File: src/rtl/fa32_pipe_arb.sv
// ---------------------------------------------------------------------------
// fa32_pipe_arb
//   Round-robin front end for an external fixed-latency 32-bit pipelined
//   adder. One requester is granted per cycle. Its operands are registered
//   towards the adder, and a tag pipe carries {valid, id} alongside the
//   adder. Each result is returned as a one-cycle response, in issue order.
//
// Parameters
//   LAT   adder latency in clk edges from add_* sampled to add_s valid (1..16)
//   NREQ  number of requesters (4 in this revision)
//
// Ports
//   clk, rst_n           clock, asynchronous active-low reset
//   en                   issue enable (low blocks new grants)
//   req/req_a/req_b/req_cin  per-requester request and operands (lane i = bits 32i+:32)
//   gnt                  one-hot combinational grant
//   add_a/add_b/add_cin  registered operands to the adder
//   add_s/add_cout       adder result, aligned with tag stage LAT
//   rsp_valid/rsp_id/rsp_sum/rsp_cout  registered response
//   busy                 high while the FSM is not IDLE
//   ovf_cnt              saturating count of results with carry-out
//                        (only when FA32_ARB_STATS_EN is defined)
// ---------------------------------------------------------------------------
module fa32_pipe_arb #(
  parameter int unsigned LAT  = 8,
  parameter int unsigned NREQ = 4
) (
  input  logic                 clk,
  input  logic                 rst_n,
  input  logic                 en,
  input  logic [NREQ-1:0]      req,
  input  logic [32*NREQ-1:0]   req_a,
  input  logic [32*NREQ-1:0]   req_b,
  input  logic [NREQ-1:0]      req_cin,
  output logic [NREQ-1:0]      gnt,
  output logic [31:0]          add_a,
  output logic [31:0]          add_b,
  output logic                 add_cin,
  input  logic [31:0]          add_s,
  input  logic                 add_cout,
  output logic                 rsp_valid,
  output logic [1:0]           rsp_id,
  output logic [31:0]          rsp_sum,
  output logic                 rsp_cout,
`ifdef FA32_ARB_STATS_EN
  output logic [15:0]          ovf_cnt,
`endif
  output logic                 busy
);

  localparam int unsigned IDW = 2;

  typedef enum logic [1:0] {
    IDLE   = 2'd0,
    ACTIVE = 2'd1,
    DRAIN  = 2'd2
  } state_e;

  state_e          state_q, state_d;
  logic [IDW-1:0]  ptr_q, ptr_d;
  logic [IDW-1:0]  cand;
  logic [IDW-1:0]  gnt_idx;
  logic            gnt_hit;
  logic            arb_allow;
  logic            accept;

  logic [31:0]     sel_a, sel_b;
  logic            sel_cin;
  logic [31:0]     add_a_q, add_b_q;
  logic            add_cin_q;

  logic [LAT:0]    tag_v_q;
  logic [IDW-1:0]  tag_id_q [0:LAT];
  logic            tag_any;

  logic            rsp_valid_q;
  logic [IDW-1:0]  rsp_id_q;
  logic [31:0]     rsp_sum_q;
  logic            rsp_cout_q;

  // -------------------------------------------------------------------------
  // Round-robin search starting at ptr_q.
  // -------------------------------------------------------------------------
  // NOTE: every always_comb output gets a default first so no path leaves it
  // unassigned; a missing default would infer a latch.
  always_comb begin
    cand    = '0;
    gnt_idx = '0;
    gnt_hit = 1'b0;
    for (int off = 0; off < int'(NREQ); off++) begin
      cand = IDW'((int'(ptr_q) + off) % int'(NREQ));
      if (!gnt_hit && req[cand]) begin
        gnt_hit = 1'b1;
        gnt_idx = cand;
      end
    end
  end

  // rst_n gates the grant so gnt reads zero for the whole reset period,
  // even when en and req are already high.
  assign arb_allow = rst_n && en && (state_q != DRAIN);
  assign accept    = arb_allow && gnt_hit;

  always_comb begin
    gnt = '0;
    if (accept) gnt[gnt_idx] = 1'b1;
  end

  always_comb begin
    ptr_d = ptr_q;
    if (accept) ptr_d = IDW'((int'(gnt_idx) + 1) % int'(NREQ));
  end

  // Operand mux for the granted lane.
  always_comb begin
    sel_a   = '0;
    sel_b   = '0;
    sel_cin = 1'b0;
    for (int i = 0; i < int'(NREQ); i++) begin
      if (gnt_idx == IDW'(i)) begin
        sel_a   = req_a[32*i +: 32];
        sel_b   = req_b[32*i +: 32];
        sel_cin = req_cin[i];
      end
    end
  end

  // -------------------------------------------------------------------------
  // Issue registers, arbiter pointer, FSM state.
  // -------------------------------------------------------------------------
  // NOTE: sequential state uses non-blocking assignments only, so every
  // register samples pre-edge values regardless of block ordering.
  always_ff @(posedge clk or negedge rst_n) begin
    if (!rst_n) begin
      state_q   <= IDLE;
      ptr_q     <= '0;
      add_a_q   <= '0;
      add_b_q   <= '0;
      add_cin_q <= 1'b0;
    end else begin
      state_q <= state_d;
      ptr_q   <= ptr_d;
      if (accept) begin
        add_a_q   <= sel_a;
        add_b_q   <= sel_b;
        add_cin_q <= sel_cin;
      end
    end
  end

  assign add_a   = add_a_q;
  assign add_b   = add_b_q;
  assign add_cin = add_cin_q;

  // -------------------------------------------------------------------------
  // Tag pipe: stage 0 loads on the accepting edge, stage LAT lines up with
  // add_s/add_cout. It shifts every edge and never stalls.
  // -------------------------------------------------------------------------
  always_ff @(posedge clk or negedge rst_n) begin
    if (!rst_n) tag_v_q <= '0;
    else        tag_v_q <= {tag_v_q[LAT-1:0], accept};
  end

  // NOTE: the id payload is deliberately left without reset. The valid bits
  // qualify it, so clearing them is enough to discard in-flight work.
  always_ff @(posedge clk) begin
    tag_id_q[0] <= gnt_idx;
    for (int i = 1; i <= int'(LAT); i++) tag_id_q[i] <= tag_id_q[i-1];
  end

  assign tag_any = |tag_v_q;

  // -------------------------------------------------------------------------
  // Response registers.
  // -------------------------------------------------------------------------
  always_ff @(posedge clk or negedge rst_n) begin
    if (!rst_n) begin
      rsp_valid_q <= 1'b0;
      rsp_id_q    <= '0;
      rsp_sum_q   <= '0;
      rsp_cout_q  <= 1'b0;
    end else begin
      rsp_valid_q <= tag_v_q[LAT];
      if (tag_v_q[LAT]) begin
        rsp_id_q   <= tag_id_q[LAT];
        rsp_sum_q  <= add_s;
        rsp_cout_q <= add_cout;
      end
    end
  end

  assign rsp_valid = rsp_valid_q;
  assign rsp_id    = rsp_id_q;
  assign rsp_sum   = rsp_sum_q;
  assign rsp_cout  = rsp_cout_q;

  // -------------------------------------------------------------------------
  // Control FSM. The next rsp_valid equals tag_v_q[LAT]. An empty tag pipe
  // before the edge therefore means no response remains pending after it,
  // and busy drops on the edge that ends the last response pulse.
  // -------------------------------------------------------------------------
  always_comb begin
    state_d = state_q;
    unique case (state_q)
      IDLE:    if (accept) state_d = ACTIVE;
      ACTIVE: begin
        if (!en && tag_any)          state_d = DRAIN;
        else if (!tag_any && !accept) state_d = IDLE;
      end
      DRAIN:   if (!tag_any) state_d = IDLE;
      default: state_d = IDLE;
    endcase
  end

  assign busy = (state_q != IDLE);

`ifdef FA32_ARB_STATS_EN
  logic [15:0] ovf_cnt_q;

  always_ff @(posedge clk or negedge rst_n) begin
    if (!rst_n)                                           ovf_cnt_q <= '0;
    else if (tag_v_q[LAT] && add_cout && ovf_cnt_q != '1) ovf_cnt_q <= ovf_cnt_q + 16'd1;
  end

  assign ovf_cnt = ovf_cnt_q;
`endif

endmodule

File: config.mk
export PLATFORM = sky130hd
export DESIGN_NAME = fa32_pipe_arb
export DESIGN_NICKNAME = d
export VERILOG_FILES = /design/src/rtl/fa32_pipe_arb.sv
export SDC_FILE = /design/constraint.sdc
export NUM_CORES = 1
export LEC_CHECK = 0
export ABC_AREA = 1
export CAP_MARGIN = 20
export CORE_AREA = 2 2 159 161
export CTS_CLUSTER_DIAMETER = 60
export DETAILED_ROUTE_END_ITERATION = 6
export DIE_AREA = 0 0 161 163
export PLACE_DENSITY = 0.6
export RECOVER_POWER = 25
export SLEW_MARGIN = 20
export SYNTH_ARGS = -nofsm -noshare
export SYNTH_HDL_FRONTEND = slang
export SYNTH_SLANG_ARGS = --single-unit
File: constraint.sdc
create_clock -name clk -period 5.8 [get_ports clk]
set_clock_uncertainty 0.1 [all_clocks]
set_input_delay 1.45 -clock clk [delete_from_list [all_inputs] [get_ports clk]]
set_output_delay 1.45 -clock clk [all_outputs]
set_load 0.1 [all_outputs]
==> run summary, run 1 <==
Initial Utilization: 27.57%
register area: 0.003213 mm^2
Critical Path End: gnt[1]
Crit path required time: 4250 ps
CP Class: input port to output port
RePlAce Congestion: 0.7915
Tcrit/Tclk final: 89.35%
final net count: 1656
worst relative slew slack: -90.75%
Final Setup Violations: 0
# diodes: 0
HPWL after detailed placement: 19850 um
post-synthesis net count: 1285
via density per instance: 4.516
status: finished, violations left
Crit. End Element: output port
met1 WL: 11690 um
IO Count: 406
row cnt: 58
PortBufs: 405
total track usage: 20.68%
post-synth top area share: 41.94%
RSZ-0062 raised after global routing: false
footprint of the multi-input gates: 0.003236 mm^2
Initial DRC Count: 369
Synthesis Warnings: 0
Post-Place Cells: 1663
Longest Clk Path Bufs: 2
gr ovfl total: 0
Synth cell types: 25
die height: 163 um
R2R Setup Slk: 1970 ps
Reg-to-Reg Start: ptr_q[0]$_DFFE_PN0N_
most frequent cells in the layout: nand2_1 (534), clkdlybuf4s50_1 (400), o21ai_0 (125)
post-DR wirelength/cell: 16.50 um
Max FO, Critical Path: 4
Hold Path Class: flip-flop to flip-flop
layout cells sized above 1: 4.176%
Via Count: 7654
critical-path cell with the highest stage delay: clkdlybuf4s50_1
Area contributors post-synth: dfrtp_1 (42%), nand2_1 (29%), o21ai_0 (9.2%), dfxtp_1 (5.3%), a21oi_1 (4.9%)
WL met2: 13470 um
Fin. Hold Viols: 0
CP Launch Point: req[1]
vias in the first global route: 7421
pre-CTS setup slack: 632.2 ps
max-slew violation count: 92
area leader, netlist: dfrtp_1
Layout area overhead: 71.71%
register area share after synthesis: 47.24%
die width: 161 um
register bit total from synthesis: 132
slew of the pin with the lowest slew margin: 2861 ps
Root Buffer: clkbuf_16
Peak Freq: 193.0 MHz
crit-path max cell delay: 420 ps
most common cell after layout, fill and taps aside: nand2_1
Post-Layout Cell Count: 1695
WL final: 27970 um
routed wl met3: 2266 um
total of max-cap violations: 2
CP arrival: 3630 ps
cts hold-fix bufs: 0
# fillers: 2499
Worst-Skew Late Latency: 420 ps
largest net degree at the start of global routing: 83
Worst Hold Path Cells: 0
failing checks: max-capacitance violations, max-slew violations
DRC viols: 0
antenna violations before repair: 0
setup bufs post-CTS: 0
post_cts resized: 0
post-synthesis area per instance: 6.933 um^2
Num CTS Buffers: 17
Die ar.: 0.02624 mm^2
final antenna-violating net count: 0
critical path cell sequence: clkdlybuf4s50_1, inv_1, nand2_1, nand3_1, nand2_1, nor2_2, nand2_1, nand3_1, nand2_1, inv_1, ha_2, inv_1, nor2_1, buf_12
Reg-to-Reg End: add_b[8]$_DFFE_PN0N_
CTS sink count: 132
Fin Hold WS: 224.4 ps
minimum clock period after layout: 5182 ps
setup_tns: 0 ps
Core ar.: 0.02467 mm^2
uppermost layer routed: met4
drt first pass iters: 5
cell mode on critical path: nand2_1
Clock H-tree levels: 4
Final Worst Setup Slack: 617.7 ps
Post-Syn Instances: 981
r2r worst-path depth: 18
first-pass GRT wire length: 41780 um
Worst setup SP type: input port
Worst-path clk slew: 60 ps
synthesized area: 0.006802 mm^2
CTS tree: done
[worst min path at each step]
stage | from | to | slack (ps)
2_1_floorplan | tag_id_q[0][0]$_DFF_P_ | tag_id_q[1][0]$_DFF_P_ | 210
3_3_place_gp | tag_id_q[4][1]$_DFF_P_ | tag_id_q[5][1]$_DFF_P_ | 210
3_5_place_dp | tag_id_q[6][1]$_DFF_P_ | tag_id_q[7][1]$_DFF_P_ | 210
4_1_cts | tag_id_q[3][1]$_DFF_P_ | tag_id_q[4][1]$_DFF_P_ | 230
5_1_grt | tag_id_q[4][0]$_DFF_P_ | tag_id_q[5][0]$_DFF_P_ | 230
6_report | tag_id_q[2][1]$_DFF_P_ | tag_id_q[3][1]$_DFF_P_ | 220
[through the flow]
stage | cell area (um^2) | utilization, %
after floorplan | 6804 | -
after global placement | 11110 | 45.03
after detailed placement | 11110 | 45.03
after CTS | 11690 | 47.38
after global routing | 11680 | 47.33
final | 11680 | 47.33
[cell type report]
class | instances | area share, %
inverter | 19 | 0.6321
clock inverter | 15 | 1.328
clock buffer | 17 | 3.643
tap | 330 | 3.535
timing repair buffer | 416 | 35.64
sequential | 132 | 27.51
multi-input combinational | 766 | 27.71
[flip-flops by register name, summed over array words and instances (netlist names)]
register and cells:
add_a 32, add_b 32, rsp_sum 32, tag_id_q 18, tag_v_q 9, ptr_q 2
rsp_id 2, state_q 2, add_cin 1, rsp_cout 1, rsp_valid 1
[cells by family (layout without fill, tap and decap cells)]
kind of cell    count (synthesis)  after routing  share of synthesized area, %
simple gates                  558            558                         31.20
buf+inv                        83            467                         5.739
fa+ha+maj                       4              4                        0.7359
compound gates                204            204                         15.08
flops                         132            132                         47.24
[worst max-delay path: cells and delay by family]
family,cells,cell delay (ps)
and+or+nand+nor,8,980
adders and majority gates,1,260
buffers and inverters,5,940
[routing by layer]
layer / vias to the layer above / GRT usage [%]
met5: - / 0
met4: 0 / 6.250
met3: 28 / 6.875
met2: 309 / 35.66
met1: 3470 / 24.51
li1: 3847 / -
[synthesized netlist by cell type (all sizes together)]
library cell,n
a21oi,67
buf,26
clkbuf,38
clkinv,1
dfrtp,114
dfxtp,18
ha,4
inv,18
nand2,535
nand3,7
nand4,1
nor2,14
nor3,1
o21a,1
o21ai,135
o31ai,1
Power of run 1 is not shown: default switching activity piles up to over one toggle a cycle in this logic, so the estimate is an artifact.
==> run 2: changes to the inputs <==
- RECOVER_POWER: 25 -> 50
==> run summary, run 2 (synthesis results as in run 1) <==
Initial DRC Count: 369 (unchanged)
post-DR wirelength/cell: 16.50 um (about the same)
CTS tree: done
Num CTS Buffers: 17 (unchanged)
largest net degree at the start of global routing: 83 (unchanged)
Worst Hold Path Cells: 0 (unchanged)
Peak Freq: 192.4 MHz (-0.27%)
CTS sink count: 132 (unchanged)
via density per instance: 4.518 (about the same)
total of max-cap violations: 2 (unchanged)
critical-path cell with the highest stage delay: clkdlybuf4s50_1
WL final: 27970 um (about the same)
final net count: 1656 (unchanged)
CP Launch Point: req[3]
Die ar.: 0.02624 mm^2 (unchanged)
Via Count: 7658 (+0.052%)
most frequent cells in the layout: nand2_1 (534), clkdlybuf4s50_1 (400), o21ai_0 (126)
status: finished, violations left
# fillers: 2499 (unchanged)
crit-path max cell delay: 440 ps (+20 ps)
Final Setup Violations: 0 (unchanged)
failing checks: max-capacitance violations, max-slew violations
gr ovfl total: 0 (unchanged)
total track usage: 20.68% (unchanged)
row cnt: 58 (unchanged)
final antenna-violating net count: 0 (unchanged)
setup bufs post-CTS: 0 (unchanged)
most common cell after layout, fill and taps aside: nand2_1
post_cts resized: 0 (unchanged)
Crit path required time: 4250 ps (about the same)
r2r worst-path depth: 18 (unchanged)
Worst-path clk slew: 60 ps (about the same)
CP Class: input port to output port
critical path cell sequence: clkdlybuf4s50_1, nand2_1, o21ai_0, o21ai_0, nand3_1, nand2_1, nand2_1, inv_1, ha_2, inv_1, nor2_1, buf_12
slew of the pin with the lowest slew margin: 2859 ps (-2.782 ps)
Worst setup SP type: input port
cts hold-fix bufs: 0 (unchanged)
first-pass GRT wire length: 41780 um (unchanged)
Tcrit/Tclk final: 89.59% (+0.24 points)
worst relative slew slack: -90.57% (+0.19 points)
HPWL after detailed placement: 19850 um (unchanged)
Crit. End Element: output port
Max FO, Critical Path: 4 (unchanged)
layout cells sized above 1: 4.176% (unchanged)
RePlAce Congestion: 0.7915 (unchanged)
DRC viols: 0 (unchanged)
Core ar.: 0.02467 mm^2 (unchanged)
Worst Min Path Start: tag_id_q[2][1]$_DFF_P_
die height: 163 um (unchanged)
cell mode on critical path: nand2_1
max-slew violation count: 92 (unchanged)
vias in the first global route: 7421 (unchanged)
# diodes: 0 (unchanged)
PortBufs: 405 (unchanged)
Layout area overhead: 71.71% (unchanged)
drt first pass iters: 5 (unchanged)
WHS Endpoint: tag_id_q[3][1]$_DFF_P_
Reg-to-Reg Start: ptr_q[0]$_DFFE_PN0N_
setup_tns: 0 ps (unchanged)
Longest Clk Path Bufs: 2 (unchanged)
R2R Setup Slk: 1970 ps (about the same)
Initial Utilization: 27.57% (unchanged)
Hold Path Class: flip-flop to flip-flop
Worst-Skew Late Latency: 420 ps (about the same)
antenna violations before repair: 0 (unchanged)
CP arrival: 3650 ps (+20 ps)
Root Buffer: clkbuf_16
minimum clock period after layout: 5196 ps (+14.08 ps)
IO Count: 406 (unchanged)
Fin. Hold Viols: 0 (unchanged)
Reg-to-Reg End: add_b[8]$_DFFE_PN0N_
Clock H-tree levels: 4 (unchanged)
die width: 161 um (unchanged)
RSZ-0062 raised after global routing: false
-- run 2: cell count changes in the layout (fill, tap and decap cells not counted) --
cell and delta:
buf_4 -1, clkbuf_4 +1, o21ai_0 +1, o21ai_1 -1
-- run 2: worst max-delay path by stage --
| stage | endpoint | slack [ps] | depth (start not counted) |
|---|---|---|---|
| 6_report | gnt[1] | 600 | 12 |
| 5_1_grt | gnt[1] | 360 | 12 |
| 4_1_cts | gnt[1] | 630 | 14 |
| 3_5_place_dp | gnt[1] | 630 | 14 |
| 3_3_place_gp | gnt[1] | 710 | 14 |
| 2_1_floorplan | gnt[1] | 70 | 14 |
-- run 2: critical path: cells and delay by family --
family                   cells  cell delay, ps
adder cells (fa/ha/maj)      1             260
buffers and inverters        4             880
AND/OR/NAND/NOR              5             640
AO/OA/AOI/OAI                2             420
-- run 2: per-layer routing --
layer  track usage, %  vias to the layer above  share of wire (%)
met1            24.51                     3469                 42
met2            35.66                      311                 48
met3            6.875                       30                8.1
met5                0                        -                  0
li1                 -                     3848                  -
met4            6.250                        0                2.0
-- run 2: layout make-up --
cell class,instances,area (um^2),share of cell area (%)
clock buffers,17,425.4,3.643
clock inverters,15,155.1,1.328
inverters,19,73.82,0.6321
multi-input cells,766,3236,27.71
flip-flops and latches,132,3213,27.51
well taps,330,412.9,3.535
repair buffers,416,4163,35.64
-- run 2: through the flow --
step                area (um^2)  utilization (%)  cells  setup slack (ps)  hold WS (ps)
floorplan                  6804                -    981             72.72         209.6
global placement          11110            45.03   1663             714.3         210.0
detailed placement        11110            45.03   1663             632.2         212.1
CTS                       11690            47.38   1695             632.4         226.1
global route              11680            47.33   1695             360.8         232.7
finish                    11680            47.33   1695             603.7         224.4
Power of run 2 is left out for the same reason.
==> run 3: changes to the inputs <==
- clock period: 5.8 -> 6.7 ns (I/O delays scaled with it)
==> run summary, run 3 (synthesis results as in run 1) <==
status: finished, violations left
failing checks: max-capacitance violations, max-slew violations
Clock H-tree levels: 4 (unchanged)
Hold Path Class: flip-flop to flip-flop
RePlAce Congestion: 0.7720 (-2.5%)
Tcrit/Tclk final: 86.17%
Num CTS Buffers: 17 (unchanged)
CTS sink count: 132 (unchanged)
GRT Max-Usage Layer: met2
met2 usage: 35.88% (+0.21 points)
die width: 161 um (unchanged)
row cnt: 58 (unchanged)
most common cell after layout, fill and taps aside: nand2_1
Initial DRC Count: 406 (+10%)
# fillers: 2555 (+2.2%)
met3 GRT Util: 6.392% (-0.48 points)
HPWL after detailed placement: 19370 um (-2.4%)
Root Buffer: clkbuf_16
Peak Freq: 173.2 MHz
setup bufs post-CTS: 0 (unchanged)
Fin. Hold Viols: 0 (unchanged)
Core Util, Final: 47.27% (-0.066 points)
Crit path required time: 4930 ps (+680 ps)
final net count: 1655 (-0.060%)
total of max-cap violations: 2 (unchanged)
largest net degree at the start of global routing: 88 (+6.0%)
Reg-to-Reg Start: ptr_q[0]$_DFFE_PN0N_
Initial Utilization: 27.57% (unchanged)
Layout area overhead: 71.47%
GR Util met1: 24.70% (+0.19 points)
final antenna-violating net count: 0 (unchanged)
max-slew violation count: 97 (+5.4%)
first-pass GRT wire length: 41680 um (-0.25%)
most frequent cells in the layout: nand2_1 (534), clkdlybuf4s50_1 (399), o21ai_0 (126)
CP Class: input port to output port
drt first pass iters: 5 (unchanged)
worst relative slew slack: -128.9% (-38 points)
antenna violations before repair: 0 (unchanged)
Die ar.: 0.02624 mm^2 (unchanged)
DRC viols: 0 (unchanged)
Worst-path clk slew: 60 ps (about the same)
Crit. End Element: output port
layout cells sized above 1: 4.032% (-0.14 points)
CP Launch Point: req[3]
Max FO, Critical Path: 3 (-1)
Worst Min Path Start: tag_id_q[6][1]$_DFF_P_
gr ovfl total: 0 (unchanged)
Worst-Skew Late Latency: 420 ps (about the same)
Worst setup SP type: input port
PortBufs: 405 (unchanged)
post-DR wirelength/cell: 16.29 um (-1.3%)
setup_tns: 0 ps (unchanged)
die height: 163 um (unchanged)
CP arrival: 4000 ps (+350 ps)
via density per instance: 4.499 (-0.42%)
slew of the pin with the lowest slew margin: 3433 ps (+574.4 ps)
# diodes: 0 (unchanged)
WL final: 27590 um (-1.4%)
vias in the first global route: 7397 (-0.32%)
total track usage: 20.63% (-0.050 points)
Final Setup Violations: 0 (unchanged)
Core ar.: 0.02467 mm^2 (unchanged)
post_cts resized: 0 (unchanged)
CTS tree: done
RSZ-0062 raised after global routing: false
IO Count: 406 (unchanged)
cts hold-fix bufs: 0 (unchanged)
minimum clock period after layout: 5774 ps
Longest Clk Path Bufs: 2 (unchanged)
Via Count: 7621 (-0.48%)
==> run 3: cell types whose count changed in the layout (fill, tap and decap cells not counted) <==
cell and change:
clkinvlp_4 -1, ha_2 +1, inv_6 -3, clkbuf_4 -1, nor2_1 +1, dlygate4sd3_1 +1, inv_8 +1, nor2_2 -1
ha_4 -1, clkinv_4 +3, clkdlybuf4s50_1 -1
==> run 3: path summary, 6_finish.rpt <==
check,depth (start not counted),slack [ps],endpoint
setup reg to reg,19,2590,add_b[2]$_DFFE_PN0N_
min in group asynchronous,2,2670,rsp_sum[7]$_DFFE_PN0P_
hold reg to reg,0,230,tag_id_q[7][1]$_DFF_P_
hold / removal,0,230,tag_id_q[7][1]$_DFF_P_
setup / recovery,12,930,gnt[0]
max in group asynchronous,3,1650,add_b[2]$_DFFE_PN0N_
==> run 3: worst max-delay path: stages <==
cell           delay [ps]
dlygate4sd3_1         570
nand2_1                70
o21ai_0                80
o21ai_0               360
inv_1                  80
nand2_1                90
o21ai_0                70
nor2_1                230
ha_1                  200
inv_1                  70
nor2_1                160
buf_4                 330
==> run 3: routing by layer <==
layer / vias up / wire length (um)
li1: 3849 / -
met1: 3426 / 11360
met2: 322 / 13380
met3: 24 / 2417
met4: 0 / 430
met5: - / 0
==> run 3: layout make-up <==
type                            count  area [um^2]  share of cell area (%)
Timing Repair Buffer              415         4155                   35.63
Multi-Input combinational cell    766         3223                   27.64
Sequential cell                   132         3213                   27.55
Clock buffer                       17        425.4                   3.648
Tap cell                          330        412.9                   3.540
Clock inverter                     15        158.9                   1.363
Inverter                           19        73.82                  0.6330
==> run 3: through the flow <==
step           setup slack, ps  hold slack, ps  instance area (um^2)  instances
4_1_cts                   1159           227.5                 11670       1694
3_5_place_dp              1159           212.8                 11090       1662
2_1_floorplan            441.4           209.6                  6802        981
6_report                 926.4           226.7                 11660       1694
3_3_place_gp              1225           211.4                 11090       1662
5_1_grt                  688.0           232.1                 11660       1694
Power of run 3 is left out for the same reason.
